<file path="src/rtl/in_port_ctrl.sv">
// Input port controller: buffers words from an external device and hands them to the
// pipeline on IN instructions.
// Optional build macro IN_PORT_STALL_EN: when defined, an IN at an empty buffer stalls
// the pipeline until a word arrives. When undefined, such an IN is acknowledged at once
// and in_data repeats its last value.
module in_port_ctrl #(
    parameter int unsigned Width = 16,
    parameter int unsigned DEPTH = 4
) (
    input  logic                     clk,
    input  logic                     rst,
    input  logic [Width-1:0]         dev_data,
    input  logic                     dev_valid,
    output logic                     dev_ready,
    input  logic                     in_req,
    input  logic                     flush,
    output logic [Width-1:0]         in_data,
    output logic                     in_ack,
    output logic                     stall,
    output logic [$clog2(DEPTH):0]   level
);

    localparam int unsigned PtrW = $clog2(DEPTH);
    localparam int unsigned LvlW = PtrW + 1;

    logic [Width-1:0] mem_q [DEPTH];
    logic [PtrW-1:0]  wr_ptr_q, wr_ptr_d;
    logic [PtrW-1:0]  rd_ptr_q, rd_ptr_d;
    logic [LvlW-1:0]  level_q, level_d;
    logic [Width-1:0] in_data_q, in_data_d;
    logic             in_ack_q, in_ack_d;
    logic             full, empty, push, pop;

`ifdef IN_PORT_STALL_EN
    typedef enum logic [0:0] {StIdle, StWait} state_e;
    state_e state_q, state_d;
`endif

    assign full      = (level_q == LvlW'(DEPTH));
    assign empty     = (level_q == '0);
    assign dev_ready = !full && !rst;
    assign push      = dev_valid && dev_ready;

    // Decide whether to pop this cycle and whether an ack follows; the FSM only exists with stalls.
    always_comb begin
        pop      = 1'b0;
        in_ack_d = 1'b0;
`ifdef IN_PORT_STALL_EN
        state_d = state_q;
        unique case (state_q)
            StIdle: begin
                if (in_req && !flush) begin
                    if (!empty) pop = 1'b1;
                    else        state_d = StWait;
                end
            end
            StWait: begin
                // in_req is ignored here; only flush or arriving data leave WAIT
                if (flush) begin
                    state_d = StIdle;
                end else if (!empty) begin
                    pop     = 1'b1;
                    state_d = StIdle;
                end
            end
            default: state_d = StIdle;
        endcase
        in_ack_d = pop;
`else
        // Without stalls an empty-buffer IN is still acked, with in_data left as it was
        if (in_req && !flush) begin
            pop      = !empty;
            in_ack_d = 1'b1;
        end
`endif
    end

    // Buffer pointers, occupancy and delivered word; level uses the registered count so
    // a word pushed at one edge cannot be popped at that same edge.
    always_comb begin
        wr_ptr_d  = push ? wr_ptr_q + PtrW'(1) : wr_ptr_q;
        rd_ptr_d  = pop  ? rd_ptr_q + PtrW'(1) : rd_ptr_q;
        in_data_d = pop  ? mem_q[rd_ptr_q] : in_data_q;
        level_d   = level_q;
        unique case ({push, pop})
            2'b10:   level_d = level_q + LvlW'(1);
            2'b01:   level_d = level_q - LvlW'(1);
            default: level_d = level_q;
        endcase
    end

    // Control and datapath registers with synchronous reset.
    always_ff @(posedge clk) begin
        if (rst) begin
            wr_ptr_q  <= '0;
            rd_ptr_q  <= '0;
            level_q   <= '0;
            in_data_q <= '0;
            in_ack_q  <= 1'b0;
`ifdef IN_PORT_STALL_EN
            state_q   <= StIdle;
`endif
        end else begin
            wr_ptr_q  <= wr_ptr_d;
            rd_ptr_q  <= rd_ptr_d;
            level_q   <= level_d;
            in_data_q <= in_data_d;
            in_ack_q  <= in_ack_d;
`ifdef IN_PORT_STALL_EN
            state_q   <= state_d;
`endif
        end
    end

    // Storage array; not reset, since reset empties it by clearing the pointers.
    always_ff @(posedge clk) begin
        if (push) mem_q[wr_ptr_q] <= dev_data;
    end

    assign in_data = in_data_q;
    assign in_ack  = in_ack_q;
    assign level   = level_q;
`ifdef IN_PORT_STALL_EN
    assign stall   = (state_q == StWait);
`else
    assign stall   = 1'b0;
`endif

endmodule

</file>
<file path="config.mk">
export PLATFORM = sky130hd
export DESIGN_NAME = in_port_ctrl
export DESIGN_NICKNAME = d
export VERILOG_FILES = /design/src/rtl/in_port_ctrl.sv
export SDC_FILE = /design/constraint.sdc
export NUM_CORES = 1
export LEC_CHECK = 0
export ABC_AREA = 1
export CORE_MARGIN = 5
export CORE_UTILIZATION = 40
export DETAILED_ROUTE_END_ITERATION = 7
export MAX_ROUTING_LAYER = met4
export SLEW_MARGIN = 20
export SYNTH_ARGS = -nofsm -noshare
export SYNTH_HDL_FRONTEND = slang
export SYNTH_SLANG_ARGS = --single-unit
</file>
<file path="constraint.sdc">
create_clock -name clk -period 5.1 [get_ports clk]
set_input_delay 1.02 -clock clk [delete_from_list [all_inputs] [get_ports clk]]
set_output_delay 1.02 -clock clk [all_outputs]
set_load 0.01 [all_outputs]
</file>
Yosys cells after proc, flatten, opt, wreduce, memory -nomap -nowiden
Memory sizes are Yosys's and may differ from the RTL's. A register that Yosys moved wholly into a read port is not among the register bits. Index checks and enable logic that the tools add are counted.

Eq/ne operators: 3. Multiplexer cells: 5. Reductions and logical operators: 9. $add $sub $neg: 4.

Operators with widths (count): $pmux W3 S2 (1); $add A2 B1 Y2 const B (2); $logic_not A1 Y1 (4); $mux W1 (4); $add A3 B1 Y3 const B (1); $eq A3 B3 Y1 const B (1); $logic_and A1 B1 Y1 (3); $logic_not A3 Y1 (1); $sub A3 B1 Y3 const B (1); $eq A2 B1 Y1 const B (1); $eq A2 B2 Y1 const B (1); $reduce_bool A2 Y1 (1).

Bits in writable memories: 64. Register bits after elaboration: 8. Output and inout bits: 22. Logic and storage cells: 26. Memories kept: 1.

Memories: mem_q (words 4, bits a word 16, read ports 1, clocked after Yosys merged registers in 1, write ports 1, line 26) `logic [Width-1:0] mem_q [DEPTH];`.

Logic depth before layout (Yosys ltp)
Gate-level depths: netlist of run 1.

Word-level depth: 6. Mapped depth: 13.

Least setup slack after synthesis of run 1
No wires, ideal clock.

Kind: input to register. From: input port rst. To: memory mem_q[0][0], enable pin. Path slack: 2.711 ns. Stages: 3. Setup time: 0.389 ns. Arrival: 2.001 ns. Cells stage by stage: inv_1 nand3_2 nor2_1.

Cells in the longest elaborated chain, start to end: 5.

RTL lines: start: declaration (line 11) `input logic rst,`; $logic_not A1 Y1 (line 41) `assign dev_ready = !full && !rst;`; $logic_and A1 B1 Y1 (line 41); $logic_and A1 B1 Y1 (line 42) `assign push = dev_valid && dev_ready;`; $mux W1 (line 117) `if (push) mem_q[wr_ptr_q] <= dev_data;`; $mux W1 (implied by the code) (line 117); end: declaration (line 26).

No other way between the ends.

Worst setup path after layout of run 1
From: input port rst. To: output port dev_ready.

Cells in the longest elaborated chain, start to end: 2.

RTL lines: $logic_not A1 Y1 (line 41); $logic_and A1 B1 Y1 (line 41); end: declaration (line 14) `output logic dev_ready,`.

No other way between the ends.

==> flow_metrics.tcl, run 1 <==
set metrics [dict create \
    track_usage 0.147 \
    grt_overflow 0 \
    die_h_um 109 \
    rsz0062_at_grt "false" \
    pin_count 43 \
    route.vias.total 2656 \
    syn_avg_cell_area_um2 9.28 \
    cts_tree "built" \
    cts_inserted_buffers 9 \
    worstSetupEndpoint "dev_ready" \
    nNetsFinal 492 \
    antenna_left 0 \
    ir_drop_uv 151 \
    fp.coreArea_mm2 0.00968 \
    antenna_cells 0 \
    hpwlAfterDp_um 5550 \
    critPathMostFrequentCell "clkdlybuf4s50_1" \
    cp_cell_sequence "clkdlybuf4s50_1 -> a21oi_1 -> clkdlybuf4s50_1" \
    finalSetupViolCount 0 \
    worst_slew_pin_slew_ns 0.838 \
    viasPerCell 4.40 \
    die_x_um 109 \
    critical_path.max_fanout 4 \
    grt_max_degree 36 \
    syn_inst 424 \
    critPathMaxStageDelay_ns 0.57 \
    cp-end-kind "output port" \
    grt_pass1_wl_um 12700 \
    worstSetupStartpoint "rst" \
    rows 36 \
    r2r_slack_ns 3.20 \
    r2r_start "level[2]$_SDFFE_PP0P_" \
    relSlewSlack 0.441 \
    status "finished clean" \
    fill_cells 925 \
    grt_antenna_before_repair 0 \
    seq_area_mm2 0.00240 \
    htree_levels 3 \
    finalPower_mw 1.50 \
    post_cts.repair.setup_buffers 0 \
    cts_resized 0 \
    totalWireLength_um 7970 \
    pre_cts_slack_ns 1.69 \
    synth_seq_cells 88 \
    yosysWarnings 0 \
    path_clk_slew_ns 0.09 \
    cts.sinks 88 \
    fin_ws_ns 1.80 \
    r2r-end "level[2]$_SDFFE_PP0P_" \
    routedWlPerCell_um 13.2 \
    crit_path_start_kind "input pin" \
    min_period_ns 3.30 \
    initial_core_util 0.406 \
    clkLatencyLatePin_ns 0.36 \
    worstPathArrival_ns 2.28 \
    drtIter0Drc 131 \
    cp.required_ns 4.08 \
    areaGrowthSynthToFinish_pct 16.9 \
    drc 0 \
    finalHoldViolations 0 \
    syn_nets 451 \
    multiInputGateArea_mm2 0.00101 \
    leakagePower_nw 2.05 \
    place_congestion 0.823 \
    timing.fmax_ghz 0.303 \
    cts-hold-fix-buffers 0 \
    grt_pass1_vias 2466 \
    fin_tns_setup_ns 0 \
    slew_viol_final 0 \
    finalCritPeriodShare 0.648 \
    fin_worst_skew_ns 0.00897 \
    io_buffers 41 \
    hold_path_class "reg2reg" \
    dr.pass1.iters 4 \
    p_per_area_mw_per_mm2 325 \
    cp_slowest_cell "clkdlybuf4s50_1" \
    syn-cell-area_mm2 0.00394 \
    yosysUniqueCellTypes 26 \
    drive_gt1_frac 0.0702 \
    ys_seq_area_frac 0.610 \
    max_cap_violations 0 \
    critPathKind "in2out" \
    reg2reg_depth 12 \
    cts_root_buffer "clkbuf_8" \
    dieArea_mm2 0.0119 \
    cts_buffer_depth 2 \
]
per-stage QoR:
stage | cell area (um^2) | hold slack [ns] | utilization | std cells
5_1_grt | 4600 | 0.558 | 0.475 | 603
4_1_cts | 4600 | 0.530 | 0.475 | 603
3_5_place_dp | 4400 | 0.515 | 0.454 | 587
3_3_place_gp | 4400 | 0.503 | 0.454 | 587
6_report | 4600 | 0.522 | 0.475 | 603
2_1_floorplan | 3940 | 0.478 | - | 424
power breakdown:
group	total (mW)	leakage (nW)	internal, mW	switching (mW)
clock	0.494	0.0925	0.231	0.264
sequential	0.815	0.777	0.797	0.0180
combinational	0.189	1.18	0.0796	0.109
cells by family (layout without fill, tap and decap cells):
| group | Yosys count | in the layout | share of synthesized area |
|---|---|---|---|
| and+or+nand+nor | 208 | 208 | 0.224 |
| DFF | 88 | 88 | 0.610 |
| other | 1 | 1 | 0.000953 |
| adders and majority gates | 6 | 6 | 0.0210 |
| buffers and inverters | 114 | 160 | 0.134 |
| AOI/OAI and AO/OA | 7 | 7 | 0.00985 |
Yosys cell counts, drive strengths merged:
cell type  count  share of area
nor3           1         0.0013
conb           1        0.00095
nand4          1         0.0016
clkbuf         1         0.0019
buf           15          0.037
ha             5          0.016
nand3         37          0.048
dfxtp         24           0.12
o21ai          3         0.0038
a21oi          4         0.0060
nand2        126           0.13
nor2          43          0.045
fa             1         0.0051
edfxtp        64           0.49
inv           98          0.095
layout make-up:
cell class	instances	area share
sequential	88	0.522
timing repair buffer	46	0.0973
tap	133	0.0362
inverter	98	0.0816
clock buffer	9	0.0269
clock inverter	7	0.0171
multi-input combinational	222	0.219
critical path: cells and delay by family:
family / cells / cell delay [ns]
AO/OA/AOI/OAI: 1 / 0.20
buffers and inverters: 2 / 1.06
placed cells by master (no fill, tap or decap):
cell type | synthesis | routed
nand2_2 | 3 | 3
inv_1 | 95 | 95
buf_4 | 5 | 5
nand3_1 | 36 | 36
nor2_4 | 2 | 2
o21ai_1 | 1 | 1
nor3_1 | 1 | 1
inv_6 | 0 | 2
inv_8 | 1 | 1
conb_1 | 1 | 1
nor2_1 | 41 | 41
nand2_4 | 1 | 1
bufinv_16 | 0 | 1
o21ai_0 | 2 | 2
inv_2 | 2 | 2
edfxtp_1 | 64 | 64
a21oi_1 | 3 | 3
clkdlybuf4s50_1 | 0 | 41
dfxtp_1 | 24 | 24
clkinv_4 | 0 | 1
nand2_8 | 1 | 1
a21oi_2 | 1 | 1
fa_1 | 1 | 1
nand3_2 | 1 | 1
ha_1 | 5 | 5
clkbuf_8 | 0 | 9
nand4_1 | 1 | 1
nand2_1 | 121 | 121
clkinvlp_4 | 0 | 3
worst min-delay path by stage:
stage                                  start                       end  depth (start not counted)
detailed placement   in_data[3]$_SDFFE_PP0P_   in_data[3]$_SDFFE_PP0P_                          4
floorplan           wr_ptr_q[1]$_SDFFE_PP0P_  wr_ptr_q[1]$_SDFFE_PP0P_                          2
finish               in_data[3]$_SDFFE_PP0P_   in_data[3]$_SDFFE_PP0P_                          4
global placement    wr_ptr_q[1]$_SDFFE_PP0P_  wr_ptr_q[1]$_SDFFE_PP0P_                          2
global route        wr_ptr_q[1]$_SDFFE_PP0P_  wr_ptr_q[1]$_SDFFE_PP0P_                          2
CTS                  in_data[3]$_SDFFE_PP0P_   in_data[3]$_SDFFE_PP0P_                          4
state kept, by name, summed over array words and instances, names as in the netlist:
name	flops
in_ack	1
rd_ptr_q	2
mem_q	64
wr_ptr_q	2
in_data	16
level	3
per-layer routing:
metal | global-route usage | part of all wire
met4 | 0.0614 | 0.023
met2 | 0.195 | 0.42
met5 | - | 0
met3 | 0.0343 | 0.048
met1 | 0.216 | 0.51
(Power assumes the default switching activity.)
==> run 2, diff against run 1 <==
Clock period 5.1 ns to 2.9 ns, I/O delays scaled along.
==> run 2 against run 1 <==
Cell area increased by 0.98%. Critical path depth unchanged. Sequential power increased by 75%. Die area unchanged. Wire length decreased by 6.6%. Core utilization increased by 0.47 points. Largest cell class unchanged. Critical endpoint unchanged. Register-to-register slack got worse by 2.1 ns. Clock skew about the same. Global-route usage decreased by 0.97 points.
==> flow_metrics.tcl, run 2 (same netlist as run 1, synthesis figures left out) <==
set metrics [dict create \
    largest_reg_flops 64 \
    initial_core_util 0.406 \
    post_cts.repair.setup_buffers 0 \
    highest-signal-layer "met4" \
    clockPowerShare 0.321 \
    relSlewSlack 0.571 \
    p_comb_frac 0.129 \
    cp-end-kind "output port" \
    pin_count 43 \
    final_cell_mix "nand2_1, inv_1, edfxtp_1, nor2_1, clkdlybuf4s50_1" \
    cts_root_buffer "clkbuf_8" \
    cts.sinks 88 \
    rsz0062_at_grt "false" \
    fin_ws_ns 0.455 \
    pwr-share-seq 0.550 \
    hpwlAfterDp_um 4900 \
    nNetsFinal 499 \
    worst_slew_pin_slew_ns 0.642 \
    htree_levels 3 \
    crit_path_start_kind "input pin" \
    max_cap_violations 0 \
    dieArea_mm2 0.0119 \
    place_congestion 0.720 \
    grt_overflow 0 \
    p_sw_mw 0.659 \
    fin_tns_setup_ns 0 \
    areaGrowthSynthToFinish_pct 18.1 \
    finalHoldViolations 0 \
    layout_commonest_cell "nand2_1" \
    r2r_slack_ns 1.09 \
    viasPerCell 4.29 \
    cts_inserted_buffers 9 \
    fp.coreArea_mm2 0.00968 \
    drtIter0Drc 90 \
    met2_length_um 3590 \
    grt_max_degree 35 \
    grt_antenna_before_repair 0 \
    critPathKind "in2out" \
    fin_worst_skew_ns 0.00894 \
    switching_share 0.253 \
    die_h_um 109 \
    status "finished clean" \
    die_x_um 109 \
    grt_pass1_wl_um 12200 \
    p_per_area_mw_per_mm2 560 \
    clkLatencyLatePin_ns 0.35 \
    io_buffers 41 \
    pre_cts_slack_ns 0.419 \
    internal_power_mw 1.94 \
    path_clk_slew_ns 0.09 \
    finalCritPeriodShare 0.843 \
    hold_path_class "reg2reg" \
    timing.fmax_ghz 0.409 \
    min_period_ns 2.44 \
    finalSetupViolCount 0 \
    critical_path.max_fanout 4 \
    cts_resized 0 \
    rows 36 \
    ir_drop_uv 209 \
    leakagePower_nw 2.09 \
    grt_pass1_vias 2525 \
    cts_buffer_depth 2 \
    worstPathArrival_ns 1.86 \
    wl_met1_um 3440 \
    dr.pass1.iters 4 \
    wl_met3_um 286 \
    cp.required_ns 2.32 \
    antenna_cells 0 \
    totalWireLength_um 7440 \
    drc 0 \
    route.vias.total 2614 \
    drive_gt1_frac 0.0839 \
    routedWlPerCell_um 12.2 \
    cts-hold-fix-buffers 0 \
    fill_cells 940 \
    regMostFlops "mem_q" \
    cts_tree "built" \
    track_usage 0.138 \
    slew_viol_final 0 \
    antenna_left 0 \
]
-- run 2: changes by cell type in the layout (fill, tap and decap cells not counted), sizes merged --
| cell | before | now |
|---|---|---|
| buf | 5 | 12 |
| clkinv | 1 | 2 |
| inv | 100 | 99 |
-- run 2: metrics by stage --
stage	utilization	cell area (um^2)	total power, mW	hold WS (ns)	std cells
6_report	0.480	4650	2.60	0.513	610
5_1_grt	0.480	4650	2.73	0.540	610
4_1_cts	0.480	4650	2.64	0.516	610
3_5_place_dp	0.460	4450	1.80	0.504	594
3_3_place_gp	0.460	4450	1.79	0.494	594
2_1_floorplan	-	3940	1.67	0.478	424
-- run 2: final timing paths --
path	from	to	cells past startpoint
setup / recovery	rst	dev_ready	3
hold / removal	wr_ptr_q[1]$_SDFFE_PP0P_	wr_ptr_q[1]$_SDFFE_PP0P_	2
setup reg to reg	level[0]$_SDFFE_PP0P_	level[2]$_SDFFE_PP0P_	12
hold reg to reg	wr_ptr_q[1]$_SDFFE_PP0P_	wr_ptr_q[1]$_SDFFE_PP0P_	2
-- run 2: final cells by class --
class	instances	area (um^2)	share of cell area
clock inverter	7	71.3	0.0153
inverter	98	375	0.0808
multi-input combinational	222	1010	0.217
tap	133	166	0.0358
sequential	88	2400	0.517
clock buffer	9	124	0.0267
timing repair buffer	53	500	0.108
-- run 2: routing by layer --
layer  track usage  up-vias
li1              -     1373
met1         0.167     1180
met4        0.0516        0
met3        0.0320        9
met5             -        -
met2         0.225       52
-- run 2: power groups by stage --
stage,registers [mW],logic (mW),clock network (mW)
detailed placement,1.46,0.339,0
global route,1.44,0.377,0.914
global placement,1.46,0.334,0
CTS,1.43,0.341,0.862
finish,1.43,0.335,0.837
floorplan,1.46,0.209,0
-- run 2: worst max-delay path: stages --
cell             delay, ns
clkdlybuf4s50_1       0.50
a21oi_1               0.21
clkdlybuf4s50_1       0.58
==> run 3, diff against run 2 <==
Clock period 2.9 ns to 2.3 ns, I/O delays scaled along.
==> run 3 against run 2 <==
Global-route usage is 0.069 points lower. First-iteration DRC count is 3.3% higher. Sequential cell count stayed put. Critical path type unchanged. Largest power group unchanged. Worst setup slack worse by 0.29 ns. Cell count is 0.49% higher. Cell area is 1.1% higher. Wire length is 2.8% lower. Count of clock-buffer cells in the layout stayed put. Highest routed layer unchanged. Die area stayed put. Sequential share of layout area is 0.58 points lower. Worst hold slack better by 0.0046 ns. Clock skew is 0.0070 ns higher.
==> flow_metrics.tcl, run 3 (same netlist as run 1, synthesis figures left out) <==
set metrics [dict create \
    status "finished clean" \
    final_cells 613 \
    dieArea_mm2 0.0119 \
    leakagePower_nw 2.12 \
    initial_core_util 0.406 \
    rsz0062_at_grt "false" \
    cts_root_buffer "clkbuf_8" \
    critPathKind "in2out" \
    regMostFlops "mem_q" \
    place_area_mm2 0.00447 \
    nNetsFinal 502 \
    r2r_start "level[1]$_SDFFE_PP0P_" \
    multiInputGateArea_mm2 0.00101 \
    htree_levels 3 \
    wl_met3_um 275 \
    fin_worst_skew_ns 0.0159 \
    routedWlPerCell_um 11.8 \
    fin_tns_setup_ns 0 \
    die_x_um 109 \
    p_comb_frac 0.125 \
    worstPathArrival_ns 1.68 \
    grt_pass1_wl_um 12100 \
    cts_inserted_buffers 9 \
    cts_resized 0 \
    critical_path.max_fanout 3 \
    reg2reg_depth 13 \
    hold_depth 4 \
    antenna_left 0 \
    cts-hold-fix-buffers 0 \
    r2r_slack_ns 0.58 \
    place_inst 597 \
    hold_path.startpoint "in_data[12]$_SDFFE_PP0P_" \
    max_cap_violations 0 \
    place_congestion 0.711 \
    design_area_mm2 0.00470 \
    fp.coreArea_mm2 0.00968 \
    route.vias.total 2616 \
    layout_commonest_cell "nand2_1" \
    p_per_area_mw_per_mm2 728 \
    finalCritPeriodShare 0.930 \
    clockPowerShare 0.349 \
    seq_area_mm2 0.00240 \
    grt_antenna_before_repair 0 \
    drive_gt1_frac 0.0896 \
    cts.sinks 88 \
    hpwlAfterDp_um 4930 \
    timing.fmax_ghz 0.468 \
    p_sw_mw 0.845 \
    worstSetupStartpoint "rst" \
    grt_max_degree 35 \
    cts_tree "built" \
    pin_count 43 \
    totalWireLength_um 7230 \
    met2_length_um 3640 \
    antenna_cells 0 \
    rows 36 \
    highest-signal-layer "met4" \
    io_buffers 41 \
    drc 0 \
    hold_path_class "reg2reg" \
    finalSetupViolCount 0 \
    drtIter0Drc 93 \
    post_cts.repair.setup_buffers 0 \
    final_cell_mix "nand2_1, inv_1, edfxtp_1, nor2_1, clkdlybuf4s50_1" \
    clkLatencyLatePin_ns 0.36 \
    path_clk_slew_ns 0.08 \
    r2r-end "level[2]$_SDFFE_PP0P_" \
    min_period_ns 2.14 \
    grt_pass1_vias 2523 \
    cp.required_ns 1.84 \
    crit_path_start_kind "input pin" \
    viasPerCell 4.27 \
    internal_power_mw 2.58 \
    finalHoldViolations 0 \
    min_to "in_data[12]$_SDFFE_PP0P_" \
    dr.pass1.iters 4 \
    slew_viol_final 0 \
    wl_met1_um 3210 \
    cts_buffer_depth 2 \
    grt_overflow 0 \
    pwr-share-seq 0.526 \
    areaGrowthSynthToFinish_pct 19.4 \
    largest_reg_flops 64 \
    switching_share 0.247 \
    ir_drop_uv 326 \
    cp-end-kind "output port" \
    fill_cells 913 \
    track_usage 0.137 \
    die_h_um 109 \
]
## run 3: cell count changes in the layout (fill, tap and decap cells not counted)
cell,delta
buf_4,+3
clkinv_2,-2
inv_6,+2
bufinv_16,+1
clkinvlp_4,-1
## run 3: through the flow
stage / total power, mW / setup WS (ns) / util / hold slack (ns)
after floorplan: 2.11 / 0.471 / - / 0.478
after global placement: 2.26 / 0.0300 / 0.462 / 0.497
after detailed placement: 2.27 / -0.0128 / 0.462 / 0.502
after CTS: 3.47 / 0.158 / 0.485 / 0.519
after global routing: 3.60 / 0.0766 / 0.485 / 0.554
final: 3.42 / 0.162 / 0.485 / 0.517
## run 3: worst max path at each step
stage	slack, ns	endpoint
final	0.16	dev_ready
after global routing	0.08	dev_ready
after CTS	0.16	dev_ready
after detailed placement	-0.01	level[2]$_SDFFE_PP0P_
after global placement	0.03	level[2]$_SDFFE_PP0P_
after floorplan	0.47	mem_q[0][0]$_DFFE_PP_
## run 3: layout make-up
type / count / share of cell area
Tap cell: 133 / 0.0354
Clock inverter: 7 / 0.0216
Sequential cell: 88 / 0.511
Multi-Input combinational cell: 222 / 0.214
Clock buffer: 9 / 0.0264
Timing Repair Buffer: 56 / 0.111
Inverter: 98 / 0.0799
## run 3: power by group through the flow
stage | clock [mW] | sequential (mW) | combinational [mW]
after floorplan | 0 | 1.85 | 0.264
after global placement | 0 | 1.84 | 0.428
after detailed placement | 0 | 1.84 | 0.436
after CTS | 1.23 | 1.80 | 0.438
after global routing | 1.30 | 1.81 | 0.484
final | 1.19 | 1.80 | 0.428
## run 3: worst max-delay path, stage by stage
cell and delay [ns]:
clkdlybuf4s50_1 0.44, a21oi_1 0.20, clkdlybuf4s50_1 0.58
## run 3: routing by layer
layer  track usage  up-vias
met4        0.0454        0
met1         0.164     1183
li1              -     1383
met2         0.228       42
met3        0.0343        8
met5             -        -
